**src/rtl/sev_scan_monitor.sv**
```systemverilog
// Seven-segment scan monitor: captures multiplexed digits, flags select/segment errors, counts frames, detects a stalled scan.
// Capture latency SETTLE+1 cycles from a select change; pure observer with no backpressure. Frame counter built only with SEV_SCAN_MON_FRAMECNT_EN.
module sev_scan_monitor #(
  parameter int unsigned SETTLE       = 2,
  parameter int unsigned STALL_CYCLES = 1024
) (
  input  logic        clk,
  input  logic        rst,
  input  logic [4:0]  sev_sel,
  input  logic [7:0]  sev_data,
  output logic [19:0] digits,
  output logic [4:0]  dp,
  output logic [4:0]  digit_valid,
  output logic        frame_done,
  output logic [7:0]  frame_count,
  output logic        sel_error,
  output logic        seg_error,
  output logic        stall
);

  localparam int unsigned STW = $clog2(STALL_CYCLES + 1);
  localparam logic [3:0]     SETTLE_L = 4'(SETTLE);
  localparam logic [STW-1:0] STALL_L  = STW'(STALL_CYCLES);
  localparam logic [STW-1:0] STALL_ONE = STW'(1);

  typedef enum logic [1:0] {
    S_IDLE   = 2'd0,
    S_SETTLE = 2'd1,
    S_HOLD   = 2'd2
  } state_t;

  state_t         state_q, state_d;
  logic [3:0]     settle_cnt_q, settle_cnt_d;
  logic [STW-1:0] stall_cnt_q, stall_cnt_d;
  logic [4:0]     sel_prev_q;
  logic [19:0]    digits_q, digits_d;
  logic [4:0]     dp_q, dp_d;
  logic [4:0]     valid_q, valid_d;
  logic [4:0]     seen_q, seen_d;
  logic           frame_done_q;
  logic           sel_err_q, sel_err_d;
  logic           seg_err_q, seg_err_d;

  logic       sel_onehot;
  logic       sel_bad;
  logic       sel_chg;
  logic       capture;
  logic       frame_hit;
  logic [3:0] dec_code;

  function automatic logic [3:0] seg_decode(input logic [6:0] seg);
    logic [3:0] code;
    case (seg)
      7'h3F:   code = 4'h0;
      7'h06:   code = 4'h1;
      7'h5B:   code = 4'h2;
      7'h4F:   code = 4'h3;
      7'h66:   code = 4'h4;
      7'h6D:   code = 4'h5;
      7'h7D:   code = 4'h6;
      7'h07:   code = 4'h7;
      7'h7F:   code = 4'h8;
      7'h6F:   code = 4'h9;
      7'h00:   code = 4'hA;
      default: code = 4'hF;
    endcase
    return code;
  endfunction

  assign sel_onehot = $onehot(sev_sel);
  assign sel_bad    = (sev_sel != 5'd0) && !sel_onehot;
  assign sel_chg    = (sev_sel != sel_prev_q);
  assign dec_code   = seg_decode(sev_data[6:0]);
  assign frame_hit  = (seen_q == 5'h1F);

  // Zero (blanking) and malformed selects both park the FSM; only malformed ones are errors.
  always_comb begin
    state_d      = state_q;
    settle_cnt_d = settle_cnt_q;
    capture      = 1'b0;
    if (!sel_onehot) begin
      state_d      = S_IDLE;
      settle_cnt_d = 4'd0;
    end else begin
      case (state_q)
        S_IDLE: begin
          state_d      = S_SETTLE;
          settle_cnt_d = 4'd1;
        end
        S_SETTLE: begin
          if (sel_chg) begin
            state_d      = S_IDLE;
            settle_cnt_d = 4'd0;
          end else if (settle_cnt_q == SETTLE_L) begin
            capture      = 1'b1;
            state_d      = S_HOLD;
            settle_cnt_d = 4'd0;
          end else begin
            settle_cnt_d = settle_cnt_q + 4'd1;
          end
        end
        S_HOLD: begin
          if (sel_chg) begin
            state_d = S_IDLE;
          end
        end
        default: begin
          state_d      = S_IDLE;
          settle_cnt_d = 4'd0;
        end
      endcase
    end
  end

  always_comb begin
    digits_d  = digits_q;
    dp_d      = dp_q;
    valid_d   = valid_q;
    seg_err_d = seg_err_q;
    sel_err_d = sel_err_q | sel_bad;
    seen_d    = frame_hit ? 5'd0 : seen_q;
    if (capture) begin
      for (int i = 0; i < 5; i++) begin
        if (sev_sel[i]) begin
          digits_d[4*i +: 4] = dec_code;
          dp_d[i]            = sev_data[7];
          valid_d[i]         = 1'b1;
        end
      end
      seen_d = seen_d | sev_sel;
      if (dec_code == 4'hF) begin
        seg_err_d = 1'b1;
      end
    end
  end

  always_comb begin
    stall_cnt_d = stall_cnt_q;
    if (sel_chg) begin
      stall_cnt_d = '0;
    end else if (stall_cnt_q != STALL_L) begin
      stall_cnt_d = stall_cnt_q + STALL_ONE;
    end
  end

  always_ff @(posedge clk or posedge rst) begin
    if (rst) begin
      state_q      <= S_IDLE;
      settle_cnt_q <= 4'd0;
      stall_cnt_q  <= '0;
      sel_prev_q   <= 5'd0;
      digits_q     <= 20'hAAAAA;
      dp_q         <= 5'd0;
      valid_q      <= 5'd0;
      seen_q       <= 5'd0;
      frame_done_q <= 1'b0;
      sel_err_q    <= 1'b0;
      seg_err_q    <= 1'b0;
    end else begin
      state_q      <= state_d;
      settle_cnt_q <= settle_cnt_d;
      stall_cnt_q  <= stall_cnt_d;
      sel_prev_q   <= sev_sel;
      digits_q     <= digits_d;
      dp_q         <= dp_d;
      valid_q      <= valid_d;
      seen_q       <= seen_d;
      frame_done_q <= frame_hit;
      sel_err_q    <= sel_err_d;
      seg_err_q    <= seg_err_d;
    end
  end

`ifdef SEV_SCAN_MON_FRAMECNT_EN
  logic [7:0] frame_cnt_q;

  always_ff @(posedge clk or posedge rst) begin
    if (rst) begin
      frame_cnt_q <= 8'd0;
    end else if (frame_hit) begin
      frame_cnt_q <= frame_cnt_q + 8'd1;
    end
  end

  assign frame_count = frame_cnt_q;
`else
  assign frame_count = 8'd0;
`endif

  assign digits      = digits_q;
  assign dp          = dp_q;
  assign digit_valid = valid_q;
  assign frame_done  = frame_done_q;
  assign sel_error   = sel_err_q;
  assign seg_error   = seg_err_q;
  assign stall       = (stall_cnt_q == STALL_L);

endmodule

```
**config.mk**
```make
export PLATFORM = sky130hd
export DESIGN_NAME = sev_scan_monitor
export DESIGN_NICKNAME = d
export VERILOG_FILES = /design/src/rtl/sev_scan_monitor.sv
export SDC_FILE = /design/constraint.sdc
export NUM_CORES = 1
export LEC_CHECK = 0
export CORE_MARGIN = 2
export CORE_UTILIZATION = 52
export CTS_CLUSTER_SIZE = 25
export DETAILED_ROUTE_END_ITERATION = 10
export PLACE_DENSITY = 0.79
export SLEW_MARGIN = 0
export SYNTH_ARGS = -nofsm -noshare
export SYNTH_HDL_FRONTEND = slang
export SYNTH_SLANG_ARGS = --single-unit
```
**constraint.sdc**
```tcl
create_clock -name clk -period 2.6 [get_ports clk]
set_clock_uncertainty 0.05 [all_clocks]
set_input_delay 0.26 -clock clk [delete_from_list [all_inputs] [get_ports clk]]
set_output_delay 0.26 -clock clk [all_outputs]
set_load 0.05 [all_outputs]
```
==> flow_summary_export.csv <==
group,metric,value,unit
run_status,status,"finished, violations left",
run_status,violations,"negative setup slack",
clock_tree,insertion_delay,0.34,ns
global_routing,antenna_found_initial,0,
place,routabilityCongestion,0.838,
power,worst_ir_drop_vdd,0.592,mV
setup_path,max_stage_delay,0.56,ns
routing,post_drt_wl_per_cell,17.3,microns
power,pwr-share-clk,45.7,%
cells_and_area,final_nets,396,
synth,yosysUniqueCellTypes,53,
global_routing,grt_pass1_vias,2566,
global_routing,use_met1,34.0,%
synth,ys_ff_latch,60,
cells_and_area,drive_gt1_share,27.5,%
place,dp_worst_setup_slack,-1.00,ns
power,combPwrFrac,11.1,%
place,dp_hpwl,5050,microns
setup_path,reg2reg_depth,8,
clock_tree,clockRootBuffer,"clkbuf_8",
setup_path,worstSetupEndpoint,"dp[2]",
power,total_power,0.00221,W
synth,synth_ff_type,"dfrtp_1",
setup_path,cp-start-kind,"primary input",
floorplanning,die_area,6460,sq um
timing,relSlewSlack,64.7,%
power,p_sw,0.000528,W
cells_and_area,multi_input_area,1460,sq um
clock_tree,tritoncts,"yes",
setup_path,cp_data_required_time,2.78,ns
setup_path,crit_path_end_kind,"flop",
routing,wl,7780,microns
setup_path,cp_cell_sequence,"buf_8, inv_6, fa_1, inv_2, fa_2, ha_4, or3b_4, nor4b_2, and3_4, buf_12, nand2_4, mux2_4",
power,power-per-cell-area,531,nW/um^2
setup_path,cp_top_family,"adder cells",
setup_path,worst_r2r_endpoint,"digits[19]",
timing,setup_ws,-0.214,ns
clock_tree,path_clk_slew,0.07,ns
synth,avgSynthCellArea,10.4,sq um
routing,dr.first_iter.drc_count,142,
setup_path,critPathArrivalTime,2.99,ns
clock_tree,cts.sinks,60,
worst_hold_path,worstHoldPathType,"in2async",
global_routing,grt_pass1_wl,12500,microns
cells_and_area,synthToLayoutAreaGrowth,37.4,%
synth,synth-edff-count,0,
synth,yosysTopAreaCellShare,41.3,%
timing,maxSlewViolCount,0,
cells_and_area,fill_cells,377,
routing,vias_per_cell,5.57,
synth,yosysWarnings,0,
routing,vias,2508,
power,swShare,23.9,%
setup_path,crit_slowest_cell,"fa_1",
synth,synth_area_leaders,"dfrtp_1, dfstp_2, a21oi_1",
synth,ys_seq_area_share,49.9,%
place,placedCellCount,430,
clock_tree,htreeDepth,3,
floorplanning,die_x,80.4,microns
global_routing,grt.total_usage,25.9,%
global_routing,grt_overflow,0,
job,drv_cap,0,
synth,async_reset_ff_share,100,%
timing,finalSetupViolCount,36,
routing,ant_nets,0,
setup_path,path_depth,12,
setup_path,cp_max_fo,4,
timing,max_freq,355,MHz
global_routing,grt-busiest-layer,"met2",
floorplanning,core,5570,sq um
setup_path,ff2ff_setup_slack,0.43,ns
clock_tree,numCtsBuffers,9,
routing,drt_first_pass_iters,5,
clock_tree,clock_path_buffers,2,
setup_path,crit_start,"sev_sel[0]",
floorplanning,placementRows,27,
timing,rsz0062_at_grt,"true",
setup_path,crit_buf_inv,4,
synth,netlist_area,3030,sq um
global_routing,grt_max_degree,35,
floorplanning,die_h,80.4,microns
cells_and_area,n_antenna_cell,0,
power,p_leak,1.90,nW
power,internal-power,0.00168,W
synth,syn_inst,292,
power,power_frac_seq,43.2,%
timing,fin_crit,2.81,ns
setup_path,critPathKind,"in2reg",
cells_and_area,ff_latch_area,1510,sq um
floorplanning,pin_count,57,
timing,fin_tns_setup,-3.59,ns
global_routing,use_met3,5.73,%
cells_and_area,fin_cells,450,
synth,synth_top_area_cell,"dfrtp_1",
place,io_buffers,48,
routing,route.detailed.drc,0,
global_routing,use_met2,41.8,%
timing,worst_pin_slew,0.522,ns
floorplanning,start_util,54.4,%
clock_tree,cts_hold_buf,0,
timing,hold_viol_final,0,
setup_path,regToRegStartpoint,"settle_cnt_q[0]",
timing,post-route-period-util,108,%
cells in the final DEF, fill, tap and decap left out, drive strengths merged, types with 2 or more instances in the layout:
master / instances
ha: 6
mux2: 5
nand2b: 7
nand4: 7
bufinv: 3
inv: 15
dfstp: 10
o21bai: 2
clkbuf: 12
and3: 2
buf: 41
fa: 2
and2: 2
xor2: 9
nor4b: 6
nor2: 16
a31o: 2
o31ai: 2
nand3: 8
nand2: 25
nor4: 4
conb: 8
nand3b: 2
a21oi: 44
o21ai: 4
dfrtp: 50
a21o: 2
a211oi: 4
clkdlybuf4s50: 45
nor3: 8
xnor2: 6
and4: 3
nor2b: 2
logic make-up after synthesis:
kind of cell / Yosys count / synth area share, %
and+or+nand+nor: 97 / 19.2
AOI/OAI and AO/OA: 67 / 14.3
DFF: 60 / 49.9
buffers and inverters: 38 / 6.11
xor gates and xnor gates: 15 / 4.33
adders and majority gates: 8 / 3.80
muxes: 6 / 2.19
other: 1 / 0.124
Yosys cell counts (2+ instances only):
master / n
fa_1: 2
a21o_1: 2
and3_1: 2
clkbuf_1: 7
xnor2_1: 6
dfstp_2: 10
inv_1: 15
nor4b_4: 2
mux2_1: 4
nand4_1: 6
o21bai_1: 2
nand2_1: 25
o31ai_1: 2
nand3_1: 8
nor4b_1: 3
buf_2: 7
xor2_1: 9
nand3b_1: 2
o21ai_0: 4
buf_4: 9
nor2b_1: 2
nand2b_1: 7
a21oi_1: 43
nor3_1: 7
and4_1: 3
ha_1: 6
a31o_2: 2
and2_1: 2
dfrtp_1: 50
nor2_1: 16
nor4_1: 3
a211oi_2: 3
repair_timing:
| action | 4_1_cts | 5_1_grt |
|---|---|---|
| buffers inserted | 3 | 3 |
| pin swaps | 6 | 4 |
| cloned | 0 | 0 |
| resized for setup | 30 | 2 |
| setup endpoints to repair | 41 | 36 |
worst register-to-register path, cell delays in order, from the launching register on:
cell,delay (ns)
dfrtp_1,0.44
inv_1,0.08
ha_1,0.16
nor4b_2,0.43
nand4_2,0.31
buf_4,0.22
a211oi_2,0.14
buf_4,0.18
a21oi_1,0.09
power by group through the flow:
| stage | sequential [W] | clock (W) | combinational [W] |
|---|---|---|---|
| floorplan | 0.000970 | 0 | 0.000155 |
| finish | 0.000957 | 0.00101 | 0.000245 |
| detailed placement | 0.000973 | 0 | 0.000232 |
| CTS | 0.000956 | 0.00102 | 0.000235 |
| global route | 0.000957 | 0.00106 | 0.000268 |
| global placement | 0.000972 | 0 | 0.000226 |
sequential cells by signal, summed over array words and instances, names as in the netlist:
| signal | count |
|---|---|
| sel_prev_q | 5 |
| seg_error | 1 |
| settle_cnt_q | 4 |
| seen_q | 5 |
| digits | 20 |
| state_q | 2 |
| digit_valid | 5 |
| dp | 5 |
| sel_error | 1 |
| frame_done | 1 |
| stall_cnt_q | 11 |
final cells by class:
cell class / instances / share of cell area [%]
Timing Repair Buffer: 86 / 19.4
Clock inverter: 4 / 2.37
Tap cell: 72 / 2.16
Clock buffer: 12 / 3.24
Inverter: 15 / 1.47
Multi-Input combinational cell: 201 / 35.1
Sequential cell: 60 / 36.3
metrics by stage:
stage	hold slack [ns]	util, %	instance area (sq um)
after global placement	0.401	69.1	3850
final	0.146	74.8	4170
after global routing	0.175	74.8	4170
after CTS	0.149	74.5	4150
after floorplan	0.241	-	3170
after detailed placement	0.405	69.1	3850
how the worst min path moves through the flow:
stage,slack [ns],start,cells past startpoint,endpoint
final,0.15,rst,2,digit_valid[1]
after global routing,0.18,rst,2,stall_cnt_q[9]
after CTS,0.15,rst,2,stall_cnt_q[9]
after detailed placement,0.41,digit_valid[1],1,digit_valid[1]
after global placement,0.40,seen_q[2],2,seen_q[2]
after floorplan,0.24,sev_sel[0],0,sel_prev_q[0]
per-layer routing:
metal	wire, microns	up-vias
met5	0	-
met4	85	0
met3	360	6
met2	3980	74
met1	3360	1257
li1	-	1171
Power figures use the tool's default switching activity.
